==> src/rtl/ir_pkg.sv <==
// ir_pkg: shared definitions for the NEC IR decoder.
//   - decoder state enum
//   - phase window limits, in prescaled ticks, inclusive on both ends
//   - button codes shared with the mode FSM
//   - in_win(): inclusive window test used by the decoder FSM
package ir_pkg;

    localparam int TICK_DIV_DEF      = 2812;  // 56.24 us per tick at 50 MHz
    localparam int TIMEOUT_TICKS_DEF = 200;

    typedef enum logic [2:0] {
        ST_IDLE,
        ST_LEAD_MARK,
        ST_LEAD_SPACE,
        ST_DATA_MARK,
        ST_DATA_SPACE,
        ST_CHECK
    } ir_state_t;

    localparam logic [7:0] LEAD_MARK_MIN  = 8'd140;
    localparam logic [7:0] LEAD_MARK_MAX  = 8'd180;
    localparam logic [7:0] LEAD_SPACE_MIN = 8'd70;
    localparam logic [7:0] LEAD_SPACE_MAX = 8'd90;
    localparam logic [7:0] REP_SPACE_MIN  = 8'd32;
    localparam logic [7:0] REP_SPACE_MAX  = 8'd48;
    localparam logic [7:0] BIT_MARK_MIN   = 8'd6;
    localparam logic [7:0] BIT_MARK_MAX   = 8'd14;
    localparam logic [7:0] BIT0_SPACE_MIN = 8'd6;
    localparam logic [7:0] BIT0_SPACE_MAX = 8'd14;
    localparam logic [7:0] BIT1_SPACE_MIN = 8'd24;
    localparam logic [7:0] BIT1_SPACE_MAX = 8'd36;

    localparam logic [7:0] BTN_CAM  = 8'h0f;
    localparam logic [7:0] BTN_IR   = 8'h13;
    localparam logic [7:0] BTN_IDLE = 8'h10;

    function automatic logic in_win(input logic [7:0] v,
                                    input logic [7:0] lo,
                                    input logic [7:0] hi);
        return (v >= lo) && (v <= hi);
    endfunction

endpackage

==> src/rtl/ir_nec_decoder_if.sv <==
// ir_nec_decoder_if: IR receiver line in, decoded command/address and strobes out.
//   IR_RX       raw receiver output, active-low (0 = mark)
//   IR_button   last accepted command byte
//   ir_address  address byte of the last accepted frame
//   ir_valid    one-cycle pulse, new frame accepted
//   ir_repeat   one-cycle pulse, NEC repeat frame
//   ir_error    one-cycle pulse, frame aborted or rejected
// master = the decoder, slave = the consumer (mode FSM) plus the line source.
interface ir_nec_decoder_if;
    logic       IR_RX;
    logic [7:0] IR_button;
    logic [7:0] ir_address;
    logic       ir_valid;
    logic       ir_repeat;
    logic       ir_error;

    modport master (
        input  IR_RX,
        output IR_button, ir_address, ir_valid, ir_repeat, ir_error
    );

    modport slave (
        output IR_RX,
        input  IR_button, ir_address, ir_valid, ir_repeat, ir_error
    );
endinterface

==> src/rtl/ir_rx_sync.sv <==
// ir_rx_sync: 2-flop synchronizer for the asynchronous IR line plus edge detector.
//   clk_50   system clock
//   reset    asynchronous active-high reset (flops reset to 1 = idle line)
//   rx_in    raw asynchronous IR line
//   rx_s     synchronized line level
//   rx_rise  one-cycle pulse on a synchronized 0->1 transition
//   rx_fall  one-cycle pulse on a synchronized 1->0 transition
// An edge on rx_in shows up on rx_rise/rx_fall two cycles later.
module ir_rx_sync (
    input  logic clk_50,
    input  logic reset,
    input  logic rx_in,
    output logic rx_s,
    output logic rx_rise,
    output logic rx_fall
);
    logic meta_q, sync_q, prev_q;

    // NOTE: sequential state uses non-blocking assignments so every flop
    // samples the pre-edge value of its neighbour, giving a true shift chain.
    always_ff @(posedge clk_50 or posedge reset) begin
        if (reset) begin
            meta_q <= 1'b1;
            sync_q <= 1'b1;
            prev_q <= 1'b1;
        end else begin
            meta_q <= rx_in;
            sync_q <= meta_q;
            prev_q <= sync_q;
        end
    end

    assign rx_s    = sync_q;
    assign rx_rise = ~prev_q &  sync_q;
    assign rx_fall =  prev_q & ~sync_q;
endmodule

==> src/rtl/ir_nec_decoder.sv <==
// ir_nec_decoder: NEC IR frame decoder.
//   clk_50  system clock (50 MHz)
//   reset   asynchronous active-high reset
//   bus     ir_nec_decoder_if.master: IR_RX in; IR_button, ir_address,
//           ir_valid, ir_repeat, ir_error out
// Mark/space widths are measured in ticks of TICK_DIV clocks; a phase longer
// than TIMEOUT_TICKS aborts the frame. Defining IR_NEC_CHECK_EN makes the
// decoder reject frames whose address/command inverse bytes do not match.
module ir_nec_decoder
    import ir_pkg::*;
#(
    parameter int TICK_DIV      = TICK_DIV_DEF,
    parameter int TIMEOUT_TICKS = TIMEOUT_TICKS_DEF
) (
    input  logic              clk_50,
    input  logic              reset,
    ir_nec_decoder_if.master  bus
);
    localparam int             PW          = (TICK_DIV > 1) ? $clog2(TICK_DIV) : 1;
    localparam logic [PW-1:0]  PRE_LAST    = PW'(TICK_DIV - 1);
    localparam logic [7:0]     TIMEOUT_CNT = 8'(TIMEOUT_TICKS);

    logic rx_level_unused;  // level is for debug only; decoding works on edges
    logic rx_rise, rx_fall;

    ir_rx_sync u_sync (
        .clk_50  (clk_50),
        .reset   (reset),
        .rx_in   (bus.IR_RX),
        .rx_s    (rx_level_unused),
        .rx_rise (rx_rise),
        .rx_fall (rx_fall)
    );

    // Prescaler and phase counter; both restart on any edge so the phase
    // counter holds the width of the phase that the edge just closed.
    logic [PW-1:0] pre_q;
    logic [7:0]    phase_q;

    always_ff @(posedge clk_50 or posedge reset) begin
        if (reset) begin
            pre_q   <= '0;
            phase_q <= '0;
        end else if (rx_rise || rx_fall) begin
            pre_q   <= '0;
            phase_q <= '0;
        end else if (pre_q == PRE_LAST) begin
            pre_q <= '0;
            if (phase_q != 8'hff) phase_q <= phase_q + 8'd1;
        end else begin
            pre_q <= pre_q + PW'(1);
        end
    end

    ir_state_t   state_q, state_d;
    logic [31:0] frame_q;
    logic [4:0]  bit_idx_q;
    logic [7:0]  button_q, addr_q;
    logic        valid_q, repeat_q, error_q;
    logic        valid_d, repeat_d, error_d;
    logic        shift_en, bit_val, clr_idx, inc_idx, load;
    logic        frame_ok;

`ifdef IR_NEC_CHECK_EN
    assign frame_ok = (frame_q[15:8]  == ~frame_q[7:0]) &&
                      (frame_q[31:24] == ~frame_q[23:16]);
`else
    assign frame_ok = 1'b1;
`endif

    always_ff @(posedge clk_50 or posedge reset) begin
        if (reset) state_q <= ST_IDLE;
        else       state_q <= state_d;
    end

    // NOTE: every output of this block gets a default before the case so no
    // path leaves a variable unassigned, which would infer a latch.
    always_comb begin
        state_d  = state_q;
        valid_d  = 1'b0;
        repeat_d = 1'b0;
        error_d  = 1'b0;
        shift_en = 1'b0;
        bit_val  = 1'b0;
        clr_idx  = 1'b0;
        inc_idx  = 1'b0;
        load     = 1'b0;

        // Timeout outranks an edge arriving in the same cycle.
        if (state_q != ST_IDLE && phase_q >= TIMEOUT_CNT) begin
            error_d = 1'b1;
        end else begin
            case (state_q)
                ST_IDLE: begin
                    if (rx_fall) state_d = ST_LEAD_MARK;
                end
                ST_LEAD_MARK: begin
                    if (rx_rise) begin
                        if (in_win(phase_q, LEAD_MARK_MIN, LEAD_MARK_MAX)) state_d = ST_LEAD_SPACE;
                        else                                              error_d = 1'b1;
                    end
                end
                ST_LEAD_SPACE: begin
                    if (rx_fall) begin
                        if (in_win(phase_q, LEAD_SPACE_MIN, LEAD_SPACE_MAX)) begin
                            clr_idx = 1'b1;
                            state_d = ST_DATA_MARK;
                        end else if (in_win(phase_q, REP_SPACE_MIN, REP_SPACE_MAX)) begin
                            repeat_d = 1'b1;
                            state_d  = ST_IDLE;
                        end else begin
                            error_d = 1'b1;
                        end
                    end
                end
                ST_DATA_MARK: begin
                    if (rx_rise) begin
                        if (in_win(phase_q, BIT_MARK_MIN, BIT_MARK_MAX)) state_d = ST_DATA_SPACE;
                        else                                            error_d = 1'b1;
                    end
                end
                ST_DATA_SPACE: begin
                    if (rx_fall) begin
                        if (in_win(phase_q, BIT0_SPACE_MIN, BIT0_SPACE_MAX) ||
                            in_win(phase_q, BIT1_SPACE_MIN, BIT1_SPACE_MAX)) begin
                            shift_en = 1'b1;
                            bit_val  = in_win(phase_q, BIT1_SPACE_MIN, BIT1_SPACE_MAX);
                            if (bit_idx_q == 5'd31) begin
                                state_d = ST_CHECK;
                            end else begin
                                inc_idx = 1'b1;
                                state_d = ST_DATA_MARK;
                            end
                        end else begin
                            error_d = 1'b1;
                        end
                    end
                end
                ST_CHECK: begin
                    state_d = ST_IDLE;
                    if (frame_ok) begin
                        load    = 1'b1;
                        valid_d = 1'b1;
                    end else begin
                        error_d = 1'b1;
                    end
                end
                default: state_d = ST_IDLE;
            endcase
        end

        if (error_d) state_d = ST_IDLE;
    end

    // Bits arrive LSB first: shifting in from the top leaves bit 0 at frame[0].
    always_ff @(posedge clk_50 or posedge reset) begin
        if (reset) begin
            frame_q   <= '0;
            bit_idx_q <= '0;
            button_q  <= 8'h00;
            addr_q    <= 8'h00;
            valid_q   <= 1'b0;
            repeat_q  <= 1'b0;
            error_q   <= 1'b0;
        end else begin
            if (shift_en) frame_q <= {bit_val, frame_q[31:1]};
            if (clr_idx)      bit_idx_q <= '0;
            else if (inc_idx) bit_idx_q <= bit_idx_q + 5'd1;
            if (load) begin
                button_q <= frame_q[23:16];
                addr_q   <= frame_q[7:0];
            end
            valid_q  <= valid_d;
            repeat_q <= repeat_d;
            error_q  <= error_d;
        end
    end

    assign bus.IR_button  = button_q;
    assign bus.ir_address = addr_q;
    assign bus.ir_valid   = valid_q;
    assign bus.ir_repeat  = repeat_q;
    assign bus.ir_error   = error_q;
endmodule

==> src/flat_wrapper.sv <==
// flat-port wrapper written by rule: the top's interface ports become plain ports
module ir_nec_decoder_flat import ir_pkg::*;
#(
    parameter int TICK_DIV      = TICK_DIV_DEF,
    parameter int TIMEOUT_TICKS = TIMEOUT_TICKS_DEF
)
  (clk_50, reset, bus_IR_RX, bus_IR_button, bus_ir_address, bus_ir_valid, bus_ir_repeat, bus_ir_error);
  ir_nec_decoder_if bus_i ();
  input  logic clk_50;
  input  logic reset;
  input wire logic [$bits(bus_i.IR_RX)-1:0] bus_IR_RX;
  output wire logic [$bits(bus_i.IR_button)-1:0] bus_IR_button;
  output wire logic [$bits(bus_i.ir_address)-1:0] bus_ir_address;
  output wire logic [$bits(bus_i.ir_valid)-1:0] bus_ir_valid;
  output wire logic [$bits(bus_i.ir_repeat)-1:0] bus_ir_repeat;
  output wire logic [$bits(bus_i.ir_error)-1:0] bus_ir_error;
  assign bus_i.IR_RX = bus_IR_RX;
  assign bus_IR_button = bus_i.IR_button;
  assign bus_ir_address = bus_i.ir_address;
  assign bus_ir_valid = bus_i.ir_valid;
  assign bus_ir_repeat = bus_i.ir_repeat;
  assign bus_ir_error = bus_i.ir_error;
  ir_nec_decoder #(.TICK_DIV(TICK_DIV), .TIMEOUT_TICKS(TIMEOUT_TICKS)) u_core (.clk_50(clk_50), .reset(reset), .bus(bus_i));
endmodule
==> config.mk <==
export PLATFORM = sky130hd
export DESIGN_NAME = ir_nec_decoder_flat
export DESIGN_NICKNAME = d
export VERILOG_FILES = /design/src/rtl/ir_pkg.sv /design/src/rtl/ir_nec_decoder_if.sv /design/src/rtl/ir_rx_sync.sv /design/src/rtl/ir_nec_decoder.sv /design/src/flat_wrapper.sv
export SDC_FILE = /design/constraint.sdc
export NUM_CORES = 1
export LEC_CHECK = 0
export BUFFER_PORTS_ARGS = -buffer_cell sky130_fd_sc_hd__buf_4
export CAP_MARGIN = 20
export CORE_MARGIN = 10
export CORE_UTILIZATION = 40
export CTS_CLUSTER_DIAMETER = 100
export DETAILED_ROUTE_END_ITERATION = 10
export GPL_ROUTABILITY_DRIVEN = 0
export HOLD_SLACK_MARGIN = 0.15
export MAX_ROUTING_LAYER = met4
export PLACE_DENSITY = 0.54
export SETUP_SLACK_MARGIN = 0.2
export SYNTH_ARGS = -nofsm -noshare
export SYNTH_HDL_FRONTEND = slang
export SYNTH_SLANG_ARGS = --single-unit
==> constraint.sdc <==
create_clock -name clk_50 -period 5.6 [get_ports clk_50]
set_clock_uncertainty 0.2 [all_clocks]
set_input_delay 0.28 -clock clk_50 [delete_from_list [all_inputs] [get_ports clk_50]]
set_output_delay 0.28 -clock clk_50 [all_outputs]
set_load 0.02 [all_outputs]
==> metrics.txt <==
number of pins exceeding their max-slew limit in the final report 0; reg-to-reg critical path startpoint u_core.phase_q[4]; period utilization 0.548; die width 117 µm; Max IR drop VDD between 0.1 and 0.15 mV; detailed-route vias per instance 5.17; violation count after the first detailed-routing iteration 89; sequence of cells on the critical path or4_4, nor3_4, o2111a_1, buf_4, and2b_2, mux2i_1, nor2_1; clock network latency to the later pin of the worst-skew pair 0.35 ns; Inserted Diodes 0; worst max-slew margin expressed relative to the limit 0.482; worst-case reg-to-reg path depth 7; layout cell share with drive strength beyond 1 0.283; number of vias after detailed routing approximately 2300; CTS Root Buffer Type sky130_fd_sc_hd__clkbuf_8; area of the core 9200 µm²; count of fill cells added during filler insertion 858; routed wire length roughly 6300 µm; critical path launch point type flop; cell type with the largest total area after synthesis sky130_fd_sc_hd__dfrtp_1; standby leakage power 2.02 nW; initial cell density of the core 0.409; maximum capacitance violations 0; Crit. End Element flop; YS warnings 0; detailed-routing iteration count for the pre-antenna-repair pass 4; pin count of the biggest net entering global routing 83; Site Rows 35; most frequently used flop master after synthesis sky130_fd_sc_hd__dfrtp_1; number of ports placed on the die boundary 22; Post-Syn Area ~3800 µm²; Port Buffer Count 21; min-delay src u_core.u_sync.meta_q; number of H-tree levels 3; worst min-delay path endpoint u_core.u_sync.rx_s; cell with the most instances after synthesis sky130_fd_sc_hd__dfrtp_1; instance area at placement ~4000 µm²; number of buffers added to fix hold violations after cts 2; worst path bufs/invs 1; slew at the pin closest to its max-slew limit 0.777 ns; Crit Reg-Reg Endpoint u_core.bit_idx_q[4]; post-synthesis average cell area roughly 12 µm²; FF+latch count, synth 82; Max Root-Sink Buffers 2; Final #Nets 345; highest fanout seen on the critical path 25; cell area power density between 200 and 300 nW/µm²; Setup TNS Final 0 ns; result of the run finished clean; top cells by area, synth sky130_fd_sc_hd__dfrtp_1 53%, sky130_fd_sc_hd__mux2_2 14%, sky130_fd_sc_hd__nor2_1 2.9%; asr flop ratio synth 1.00; final count of hold timing violations 0; area of the die 13700 µm²; top cell type's share of synthesized area 0.526; clock tree from TritonCTS done; Num CTS Buffers 9; endpoint arrival time on the critical path 3.10 ns; count of endpoints failing setup in the final report 0; synthesis-to-layout area growth 13.2%; initial antenna violation count 0; R2R setup slack 2.53 ns; post-CTS setup buffers 0; via count of the first global-routing pass 2403; EDFF count, synth 0; post-layout instance area ~4300 µm²; number of gates resized after CTS 0; GRT overflow 0; unrepaired setup endpoints after global routing false; share of the yosys chip area belonging to registers 0.547; wire length per cell between 10 and 15 µm; hold crit path type flop to flop; Synth Net Count approximately 330; clock slew seen by the registers of the worst setup and hold paths 0.09 ns; instance count along the most critical hold path 0; Final Critical Period 3.07 ns; distinct cell type count after synthesis between 50 and 60; Util after Layout 0.463; All-Layer GR Usage 0.105; global-route wire length before repair 11200 µm; CTS sink cnt 82; peak per-stage delay on the critical path 0.55 ns; maximum achievable frequency roughly 330 MHz; Setup Crit Path Kind flop to flop; synthesized netlist cell count 314; slowest stage cell on the critical path sky130_fd_sc_hd__or4_4; remaining routing DRC violations 0; most frequent cells after synthesis 79 x sky130_fd_sc_hd__dfrtp_1, 47 x sky130_fd_sc_hd__mux2_2, 29 x sky130_fd_sc_hd__nor2_1; WP data required 5.63 ns; Die Span Y 117 µm; Final Total Pwr 1.25 mW; detailed-placement wirelength estimate 4190 µm; remaining antenna violation count 0; Top Family by Delay on Critical Path simple AND/OR/NAND/NOR gates
==> kinds of logic after synthesis <==
kind of cell / synth area share
and+or+nand+nor: 0.142
buffers and inverters: 0.0346
xor gates and xnor gates: 0.0396
DFF: 0.547
muxes: 0.151
AOI/OAI and AO/OA: 0.0583
adders and majority gates: 0.0266
==> flip-flops by register name, indices dropped and copies added (netlist names) <==
signal                 flops
u_core.bus.ir_error        1
u_core.u_sync.rx_s         1
u_core.bus.ir_address      8
u_core.phase_q             8
u_core.bus.ir_repeat       1
u_core.u_sync.meta_q       1
u_core.u_sync.prev_q       1
u_core.bit_idx_q           5
u_core.bus.IR_button       8
u_core.pre_q              12
u_core.state_q             3
u_core.frame_q            32
u_core.bus.ir_valid        1
==> per-stage QoR <==
stage,worst slack [ns],hold slack (ns),cells
2_1_floorplan,3.02,0.0845,314
3_3_place_gp,2.59,0.147,431
3_5_place_dp,2.52,0.149,431
4_1_cts,2.50,0.162,449
5_1_grt,2.28,0.164,450
6_report,2.53,0.160,450
==> final cells by class <==
| type | count | area, µm² | share of cell area |
|---|---|---|---|
| clock buffers | 9 | 124 | 0.0291 |
| clock inverters | 7 | 106 | 0.0250 |
| inverters | 10 | 38.8 | 0.00911 |
| multi-input cells | 205 | 1570 | 0.369 |
| flip-flops and latches | 82 | 2060 | 0.483 |
| well taps | 111 | 139 | 0.0326 |
| repair buffers | 26 | 220 | 0.0517 |
==> worst max-delay path by stage <==
| stage | from | endpoint | slack, ns | cells after the start |
|---|---|---|---|---|
| floorplan | reset | u_core.bit_idx_q[0] | 3.02 | 1 |
| global placement | u_core.phase_q[4] | u_core.bit_idx_q[4] | 2.59 | 7 |
| detailed placement | u_core.phase_q[4] | u_core.bit_idx_q[4] | 2.52 | 7 |
| CTS | u_core.phase_q[4] | u_core.bit_idx_q[4] | 2.50 | 7 |
| global route | u_core.phase_q[4] | u_core.bit_idx_q[4] | 2.28 | 7 |
| finish | u_core.phase_q[4] | u_core.bit_idx_q[4] | 2.53 | 7 |
==> cell usage in the layout, fill, tap and decap left out, drive strengths merged, types with 3 or more instances in the layout <==
cell type / n
nand3: 14
o21ai: 8
dfrtp: 79
nor3b: 4
nand4: 5
and2: 5
nand2: 11
mux2: 47
nor2b: 6
nor2: 29
a21oi: 4
buf: 24
inv: 14
and3: 4
xor2: 7
nand2b: 7
nor3: 3
xnor2: 10
ha: 8
mux2i: 4
clkbuf: 9
dfstp: 3
==> worst reg2reg max path: cells and delay by family, from the launching register on <==
kind	cells	cell delay, ns
AND/OR/NAND/NOR	4	1.15
flip-flops	1	0.53
AO/OA/AOI/OAI	1	0.51
buffers and inverters	1	0.38
multiplexers	1	0.20
==> routing by layer <==
layer / wire length, µm / GRT usage / up-vias
met5: 0 / - / -
met4: 99 / 0.0494 / 0
met3: 197 / 0.0240 / 7
met2: 3030 / 0.165 / 31
met1: 3020 / 0.124 / 1148
li1: - / - / 1141
==> where the power goes <==
group	internal, mW	total (mW)	switching [mW]
Combinational	0.0477	0.117	0.0696
Clock	0.261	0.491	0.230
Sequential	0.608	0.639	0.0306
(Power assumes the default switching activity.)
